File: src/rtl/oven_cycle_if.sv
// ============================================================================
// Module : oven_cycle_if
// Brief  : Setpoint/sensor inputs and heater/display outputs of the bake-cycle controller.
// Rev    : 1.0
// ============================================================================
`default_nettype none

interface oven_cycle_if;
  logic        pwr;
  logic        start;
  logic        cancel;
  logic        door_open;
  logic [9:0]  target_temp;
  logic [12:0] target_time;
  logic [9:0]  current_temp;
  logic        heater_on;
  logic [12:0] remaining_time;
  logic [2:0]  state;
  logic        busy;
  logic        done_alarm;
  logic        sec_tick;

  modport master (
    output pwr, start, cancel, door_open, target_temp, target_time, current_temp,
    input  heater_on, remaining_time, state, busy, done_alarm, sec_tick
  );

  modport slave (
    input  pwr, start, cancel, door_open, target_temp, target_time, current_temp,
    output heater_on, remaining_time, state, busy, done_alarm, sec_tick
  );
endinterface

`default_nettype wire

File: src/rtl/oven_cycle_ctrl.sv
// ============================================================================
// Module : oven_cycle_ctrl
// Brief  : Bake-cycle sequencer: preheat, timed cook, done alarm, door pause, heater hysteresis.
// Rev    : 1.0
// ============================================================================
`default_nettype none

module oven_cycle_ctrl #(
  parameter int TICK_DIV  = 50000000,
  parameter int HYST      = 5,
  parameter int MIN_TEMP  = 65,
  parameter int MAX_TEMP  = 500,
  parameter int MAX_TIME  = 1800,
  parameter int DONE_HOLD = 10
) (
  input  logic        clk,
  input  logic        rst_n,
  oven_cycle_if.slave bus
);

  localparam int PW = (TICK_DIV > 1) ? $clog2(TICK_DIV) : 1;
  localparam int DW = $clog2(DONE_HOLD + 1);

  localparam logic [2:0] S_IDLE    = 3'd0;
  localparam logic [2:0] S_PREHEAT = 3'd1;
  localparam logic [2:0] S_COOK    = 3'd2;
  localparam logic [2:0] S_PAUSE   = 3'd3;
  localparam logic [2:0] S_DONE    = 3'd4;

  localparam logic [PW-1:0]      C_PRESC_LAST = PW'(TICK_DIV - 1);
  localparam logic [DW-1:0]      C_DONE_LAST  = DW'(DONE_HOLD - 1);
  localparam logic [9:0]         C_MIN_TEMP   = 10'(MIN_TEMP);
  localparam logic [9:0]         C_MAX_TEMP   = 10'(MAX_TEMP);
  localparam logic [12:0]        C_MAX_TIME   = 13'(MAX_TIME);
  localparam logic signed [10:0] C_HYST       = 11'(HYST);

  logic [2:0]    r_state, n_state;
  logic [2:0]    r_saved, n_saved;
  logic [9:0]    r_tgt, n_tgt;
  logic [12:0]   r_rem, n_rem;
  logic          r_heat, n_heat;
  logic [PW-1:0] r_presc, n_presc;
  logic [DW-1:0] r_done, n_done;
  logic          r_tick, n_tick;
  logic          r_busy, r_alarm;

  logic signed [10:0] w_cur_s, w_tgt_s;
  logic               w_ge, w_below, w_heat_run;
  logic               w_wrap;
  logic [PW-1:0]      w_presc_adv;
  logic [9:0]         w_tgt_clamped;
  logic [12:0]        w_time_clamped;

  // Sign-extended compare keeps tgt-HYST from wrapping for small targets.
  assign w_cur_s    = signed'({1'b0, bus.current_temp});
  assign w_tgt_s    = signed'({1'b0, r_tgt});
  assign w_ge       = (w_cur_s >= w_tgt_s);
  assign w_below    = (w_cur_s < (w_tgt_s - C_HYST));
  assign w_heat_run = w_ge ? 1'b0 : (w_below ? 1'b1 : r_heat);

  assign w_wrap      = (r_presc == C_PRESC_LAST);
  assign w_presc_adv = w_wrap ? '0 : r_presc + PW'(1);

  assign w_tgt_clamped  = (bus.target_temp < C_MIN_TEMP) ? C_MIN_TEMP :
                          (bus.target_temp > C_MAX_TEMP) ? C_MAX_TEMP : bus.target_temp;
  assign w_time_clamped = (bus.target_time > C_MAX_TIME) ? C_MAX_TIME : bus.target_time;

  always_comb begin
    n_state = r_state;
    n_saved = r_saved;
    n_tgt   = r_tgt;
    n_rem   = r_rem;
    n_heat  = r_heat;
    n_presc = r_presc;
    n_done  = r_done;
    n_tick  = 1'b0;

    if (!bus.pwr || bus.cancel) begin
      n_state = S_IDLE;
      n_heat  = 1'b0;
      n_rem   = '0;
      n_done  = '0;
    end else begin
      case (r_state)
        S_IDLE: begin
          if (bus.start && !bus.door_open && (bus.target_time != 13'd0)) begin
            n_state = S_PREHEAT;
            n_tgt   = w_tgt_clamped;
            n_rem   = w_time_clamped;
            n_heat  = 1'b1;
          end
        end
        S_PREHEAT: begin
          if (bus.door_open) begin
            n_state = S_PAUSE;
            n_saved = S_PREHEAT;
            n_heat  = 1'b0;
          end else if (w_ge) begin
            n_state = S_COOK;
            n_presc = '0;
            n_heat  = 1'b0;
          end else begin
            n_heat  = 1'b1;
          end
        end
        S_COOK: begin
          if (bus.door_open) begin
            n_state = S_PAUSE;
            n_saved = S_COOK;
            n_heat  = 1'b0;
          end else begin
            n_presc = w_presc_adv;
            n_tick  = w_wrap;
            n_heat  = w_heat_run;
            if (w_wrap) begin
              if (r_rem <= 13'd1) begin
                n_state = S_DONE;
                n_rem   = '0;
                n_heat  = 1'b0;
                n_done  = '0;
              end else begin
                n_rem   = r_rem - 13'd1;
              end
            end
          end
        end
        S_PAUSE: begin
          // Heater was forced off while paused, so a COOK resume starts hysteresis from 0.
          if (bus.start && !bus.door_open) begin
            n_state = r_saved;
            n_heat  = (r_saved == S_PREHEAT) ? 1'b1 : w_below;
          end
        end
        S_DONE: begin
          if (bus.start) begin
            n_state = S_IDLE;
            n_done  = '0;
          end else begin
            n_presc = w_presc_adv;
            n_tick  = w_wrap;
            if (w_wrap) begin
              if (r_done == C_DONE_LAST) begin
                n_state = S_IDLE;
                n_done  = '0;
              end else begin
                n_done  = r_done + DW'(1);
              end
            end
          end
        end
        default: begin
          n_state = S_IDLE;
          n_heat  = 1'b0;
          n_rem   = '0;
        end
      endcase
    end
  end

  always_ff @(posedge clk or negedge rst_n) begin
    if (!rst_n) begin
      r_state <= S_IDLE;
      r_saved <= S_IDLE;
      r_tgt   <= '0;
      r_rem   <= '0;
      r_heat  <= 1'b0;
      r_presc <= '0;
      r_done  <= '0;
      r_tick  <= 1'b0;
      r_busy  <= 1'b0;
      r_alarm <= 1'b0;
    end else begin
      r_state <= n_state;
      r_saved <= n_saved;
      r_tgt   <= n_tgt;
      r_rem   <= n_rem;
      r_heat  <= n_heat;
      r_presc <= n_presc;
      r_done  <= n_done;
      r_tick  <= n_tick;
      r_busy  <= (n_state == S_PREHEAT) || (n_state == S_COOK) || (n_state == S_PAUSE);
      r_alarm <= (n_state == S_DONE);
    end
  end

  assign bus.heater_on      = r_heat;
  assign bus.remaining_time = r_rem;
  assign bus.state          = r_state;
  assign bus.busy           = r_busy;
  assign bus.done_alarm     = r_alarm;
  assign bus.sec_tick       = r_tick;

endmodule

`default_nettype wire
File: src/flat_wrapper.sv
// flat-port wrapper written by rule: the top's interface ports become plain ports
module oven_cycle_ctrl_flat 
#(
  parameter int TICK_DIV  = 50000000,
  parameter int HYST      = 5,
  parameter int MIN_TEMP  = 65,
  parameter int MAX_TEMP  = 500,
  parameter int MAX_TIME  = 1800,
  parameter int DONE_HOLD = 10
)
  (clk, rst_n, bus_pwr, bus_start, bus_cancel, bus_door_open, bus_target_temp, bus_target_time, bus_current_temp, bus_heater_on, bus_remaining_time, bus_state, bus_busy, bus_done_alarm, bus_sec_tick);
  oven_cycle_if bus_i ();
  input  logic clk;
  input  logic rst_n;
  input wire logic [$bits(bus_i.pwr)-1:0] bus_pwr;
  input wire logic [$bits(bus_i.start)-1:0] bus_start;
  input wire logic [$bits(bus_i.cancel)-1:0] bus_cancel;
  input wire logic [$bits(bus_i.door_open)-1:0] bus_door_open;
  input wire logic [$bits(bus_i.target_temp)-1:0] bus_target_temp;
  input wire logic [$bits(bus_i.target_time)-1:0] bus_target_time;
  input wire logic [$bits(bus_i.current_temp)-1:0] bus_current_temp;
  output wire logic [$bits(bus_i.heater_on)-1:0] bus_heater_on;
  output wire logic [$bits(bus_i.remaining_time)-1:0] bus_remaining_time;
  output wire logic [$bits(bus_i.state)-1:0] bus_state;
  output wire logic [$bits(bus_i.busy)-1:0] bus_busy;
  output wire logic [$bits(bus_i.done_alarm)-1:0] bus_done_alarm;
  output wire logic [$bits(bus_i.sec_tick)-1:0] bus_sec_tick;
  assign bus_i.pwr = bus_pwr;
  assign bus_i.start = bus_start;
  assign bus_i.cancel = bus_cancel;
  assign bus_i.door_open = bus_door_open;
  assign bus_i.target_temp = bus_target_temp;
  assign bus_i.target_time = bus_target_time;
  assign bus_i.current_temp = bus_current_temp;
  assign bus_heater_on = bus_i.heater_on;
  assign bus_remaining_time = bus_i.remaining_time;
  assign bus_state = bus_i.state;
  assign bus_busy = bus_i.busy;
  assign bus_done_alarm = bus_i.done_alarm;
  assign bus_sec_tick = bus_i.sec_tick;
  oven_cycle_ctrl #(.TICK_DIV(TICK_DIV), .HYST(HYST), .MIN_TEMP(MIN_TEMP), .MAX_TEMP(MAX_TEMP), .MAX_TIME(MAX_TIME), .DONE_HOLD(DONE_HOLD)) u_core (.clk(clk), .rst_n(rst_n), .bus(bus_i));
endmodule
File: config.mk
export PLATFORM = sky130hd
export DESIGN_NAME = oven_cycle_ctrl_flat
export DESIGN_NICKNAME = d
export VERILOG_FILES = /design/src/rtl/oven_cycle_if.sv /design/src/rtl/oven_cycle_ctrl.sv /design/src/flat_wrapper.sv
export SDC_FILE = /design/constraint.sdc
export NUM_CORES = 1
export LEC_CHECK = 0
export CORE_ASPECT_RATIO = 0.5
export CORE_MARGIN = 2
export CORE_UTILIZATION = 40
export DETAILED_ROUTE_END_ITERATION = 12
export HOLD_SLACK_MARGIN = 0.1
export PLACE_DENSITY = 0.58
export SLEW_MARGIN = 5
export SYNTH_ARGS = -nofsm -noshare
export SYNTH_HDL_FRONTEND = slang
export SYNTH_SLANG_ARGS = --single-unit
File: constraint.sdc
create_clock -name clk -period 5.7 [get_ports clk]
set_input_delay 1.71 -clock clk [delete_from_list [all_inputs] [get_ports clk]]
set_output_delay 1.71 -clock clk [all_outputs]
set_load 0.02 [all_outputs]
==> flow_metrics.tcl <==
set metrics [dict create \
    whs_path_depth 1 \
    cts-root-buf "clkbuf_16" \
    fp.dieH_um 77.3 \
    avgSynthCellArea_um2 8.19 \
    via_count 4086 \
    syn_inst 524 \
    diodes 0 \
    regArea_um2 1550 \
    grt_max_degree 41 \
    slew_violations 0 \
    floorplan.initialDensity_pct 41.6 \
    critPathKind "in2reg" \
    die_area_um2 11600 \
    max_stage_delay_ns 0.72 \
    fin_crit_sh_pct 75.6 \
    cts_setup_buffers 0 \
    dr.pass1.iters 6 \
    antenna_left 0 \
    hold_class "reg2reg" \
    core-area_um2 10300 \
    r2r_start "u_core.bus.state[0]" \
    holdPathEnd "u_core.r_presc[25]" \
    peakVddDrop_uv 109 \
    pin_count 59 \
    maxCapViolations 0 \
    cts_sinks 62 \
    endpoint_kind "flip-flop" \
    ys_warn_count 0 \
    synth_edf_count 0 \
    syn_nets 589 \
    rrSetupSlack_ns 2.69 \
    path_max_fanout 16 \
    arrival_ns 4.54 \
    cp_common_cell "o21ai_0" \
    ys_top_cells_by_area "dfrtp_1, o21ai_0, ha_1, a21oi_1, nand2_1" \
    clockBufferDepth 2 \
    worstHoldStart "u_core.r_presc[25]" \
    gp_congestion 0.837 \
    grt_pass1_vias 3840 \
    fillers 999 \
    overflow 0 \
    final_hold_viol_count 0 \
    holdWs_ns 0.480 \
    grt.total_usage_pct 20.5 \
    worst_r2r_path_depth 8 \
    dp_hpwl_um 8260 \
    leakagePower_uw 0.00217 \
    post_cts_resized 0 \
    drtIter0Drc 217 \
    synth_top_area_share_pct 36.1 \
    grt_first_pass_wirelength_um 19000 \
    finalSetupViolCount 0 \
    rows 26 \
    power.density_nw_per_um2 249 \
    synthArstFlopShare_pct 100 \
    drive_gt1_share_pct 5.51 \
    multi_input_area_um2 2570 \
    cp-start-kind "primary input" \
    ys_seq_area_share_pct 36.1 \
    clkTransAtPathRegs_ns 0.06 \
    syn_to_final_growth_pct 23.4 \
    yosys.area.top_type "dfrtp_1" \
    synth.cells.most_frequent "o21ai_0, dfrtp_1, nand2_1" \
    synth_ff_type "dfrtp_1" \
    synth_area_um2 4290 \
    crit_chain "clkdlybuf4s50_1 -> nor4_1 -> a41o_1 -> o21ai_0 -> a21o_1 -> nor2_1 -> o21ai_0 -> o21ai_0" \
    routed_wl_um 11200 \
    cp_top_family "simple AND/OR/NAND/NOR gates" \
    skew_ns 0.00846 \
    rsz0062_at_grt "false" \
    io_buffers 58 \
    ys_seq_elements 62 \
    critical-path-slowest-cell "nor2_1" \
    worst_pin_slew_ns 0.943 \
    period_needed_ns 4.31 \
    antenna_found_initial 0 \
    via_per_inst 5.67 \
    route.detailed.drc 0 \
    cts_tree "built" \
    cts_max_level 3 \
    wire_per_inst_um 15.5 \
    die_w_um 151 \
    cts_buffers 9 \
    final.setup.tns_ns 0 \
    critPathRequiredTime_ns 5.93 \
    cp_num_buf_inv 1 \
    synthMostInstantiatedCell "o21ai_0" \
    clock_latency_ns 0.33 \
    reg2reg_to "u_core.r_presc[23]" \
    synth_cell_types 52 \
    fin_nets 641 \
    max_slew_margin_pct 36.9 \
    fmax_mhz 232 \
    postCtsHoldBufs 0 \
    status "complete, no violations" \
]
logic make-up (layout without fill, tap and decap cells):
kind of cell               count (synthesis)  after routing  synth area share, %
xor gates and xnor gates                   8              8                 1.63
muxes                                      1              1                0.233
adders and majority gates                 26             26                 7.58
and+or+nand+nor                          206            206                 25.3
AOI/OAI and AO/OA                        177            177                 25.2
buffers and inverters                     44            101                 3.93
DFF                                       62             62                 36.1
area by class of cell:
class,count,area share (%)
multi-input cells,418,48.6
clock inverters,5,1.06
flip-flops and latches,62,29.3
clock buffers,11,4.77
well taps,140,3.31
inverters,24,1.70
repair buffers,61,11.3
registers in the layout (all words and copies together), names as in the netlist:
signal and cells:
u_core.bus.state 3, u_core.bus.heater_on 1, u_core.bus.done_alarm 1, u_core.bus.sec_tick 1, u_core.bus.busy 1, u_core.bus.remaining_time 13
u_core.r_presc 26, u_core.r_saved 2, u_core.r_done 4, u_core.r_tgt 10
how the worst max path moves through the flow:
| stage | to | startpoint | slack [ns] | depth (start not counted) |
|---|---|---|---|---|
| global route | u_core.bus.remaining_time[6] | bus_target_time[5] | 0.99 | 8 |
| CTS | u_core.bus.remaining_time[6] | bus_target_time[4] | 1.44 | 7 |
| finish | u_core.bus.remaining_time[6] | bus_target_time[4] | 1.39 | 8 |
| detailed placement | u_core.bus.remaining_time[4] | bus_target_time[4] | 1.10 | 8 |
| floorplan | u_core.bus.remaining_time[4] | bus_target_time[4] | 2.20 | 8 |
| global placement | u_core.bus.remaining_time[4] | bus_target_time[4] | 1.21 | 8 |
routing by layer:
layer | up-vias | routed length (um) | track usage (%)
li1 | 2036 | - | -
met1 | 1954 | 5520 | 28.1
met2 | 87 | 5120 | 32.5
met3 | 9 | 480 | 4.82
met4 | 0 | 79 | 4.81
met5 | - | 0 | 0
placed cells by master, fill, tap and decap left out, drive strengths merged, types with 6 or more instances in the layout:
cell type	synthesis	final
a21o	7	7
a21oi	39	39
a31oi	7	7
and3	7	7
clkbuf	17	11
clkdlybuf4s50	0	57
dfrtp	62	62
ha	26	26
inv	24	25
nand2	50	50
nand2b	11	11
nand3	22	22
nand4	7	7
nor2	44	44
nor2b	11	11
nor3	15	15
nor4	11	11
o21ai	70	70
o31ai	19	19
or4	6	6
xnor2	7	7
stage by stage:
step | utilization [%] | worst slack (ns) | area [um^2] | power (uW) | cells
floorplan | - | 2.20 | 4290 | 659 | 524
global placement | 48.4 | 1.21 | 4990 | 755 | 705
detailed placement | 48.4 | 1.10 | 4990 | 757 | 705
CTS | 51.4 | 1.44 | 5300 | 1330 | 721
global route | 51.4 | 0.991 | 5300 | 1390 | 721
finish | 51.4 | 1.39 | 5300 | 1320 | 721
power breakdown:
part	internal, uW	switching (uW)	total, uW	leakage [uW]
combinational	119	145	264	0.00118
clock	362	204	566	0.000152
sequential	462	24.4	486	0.000831
Power figures use the tool's default switching activity.
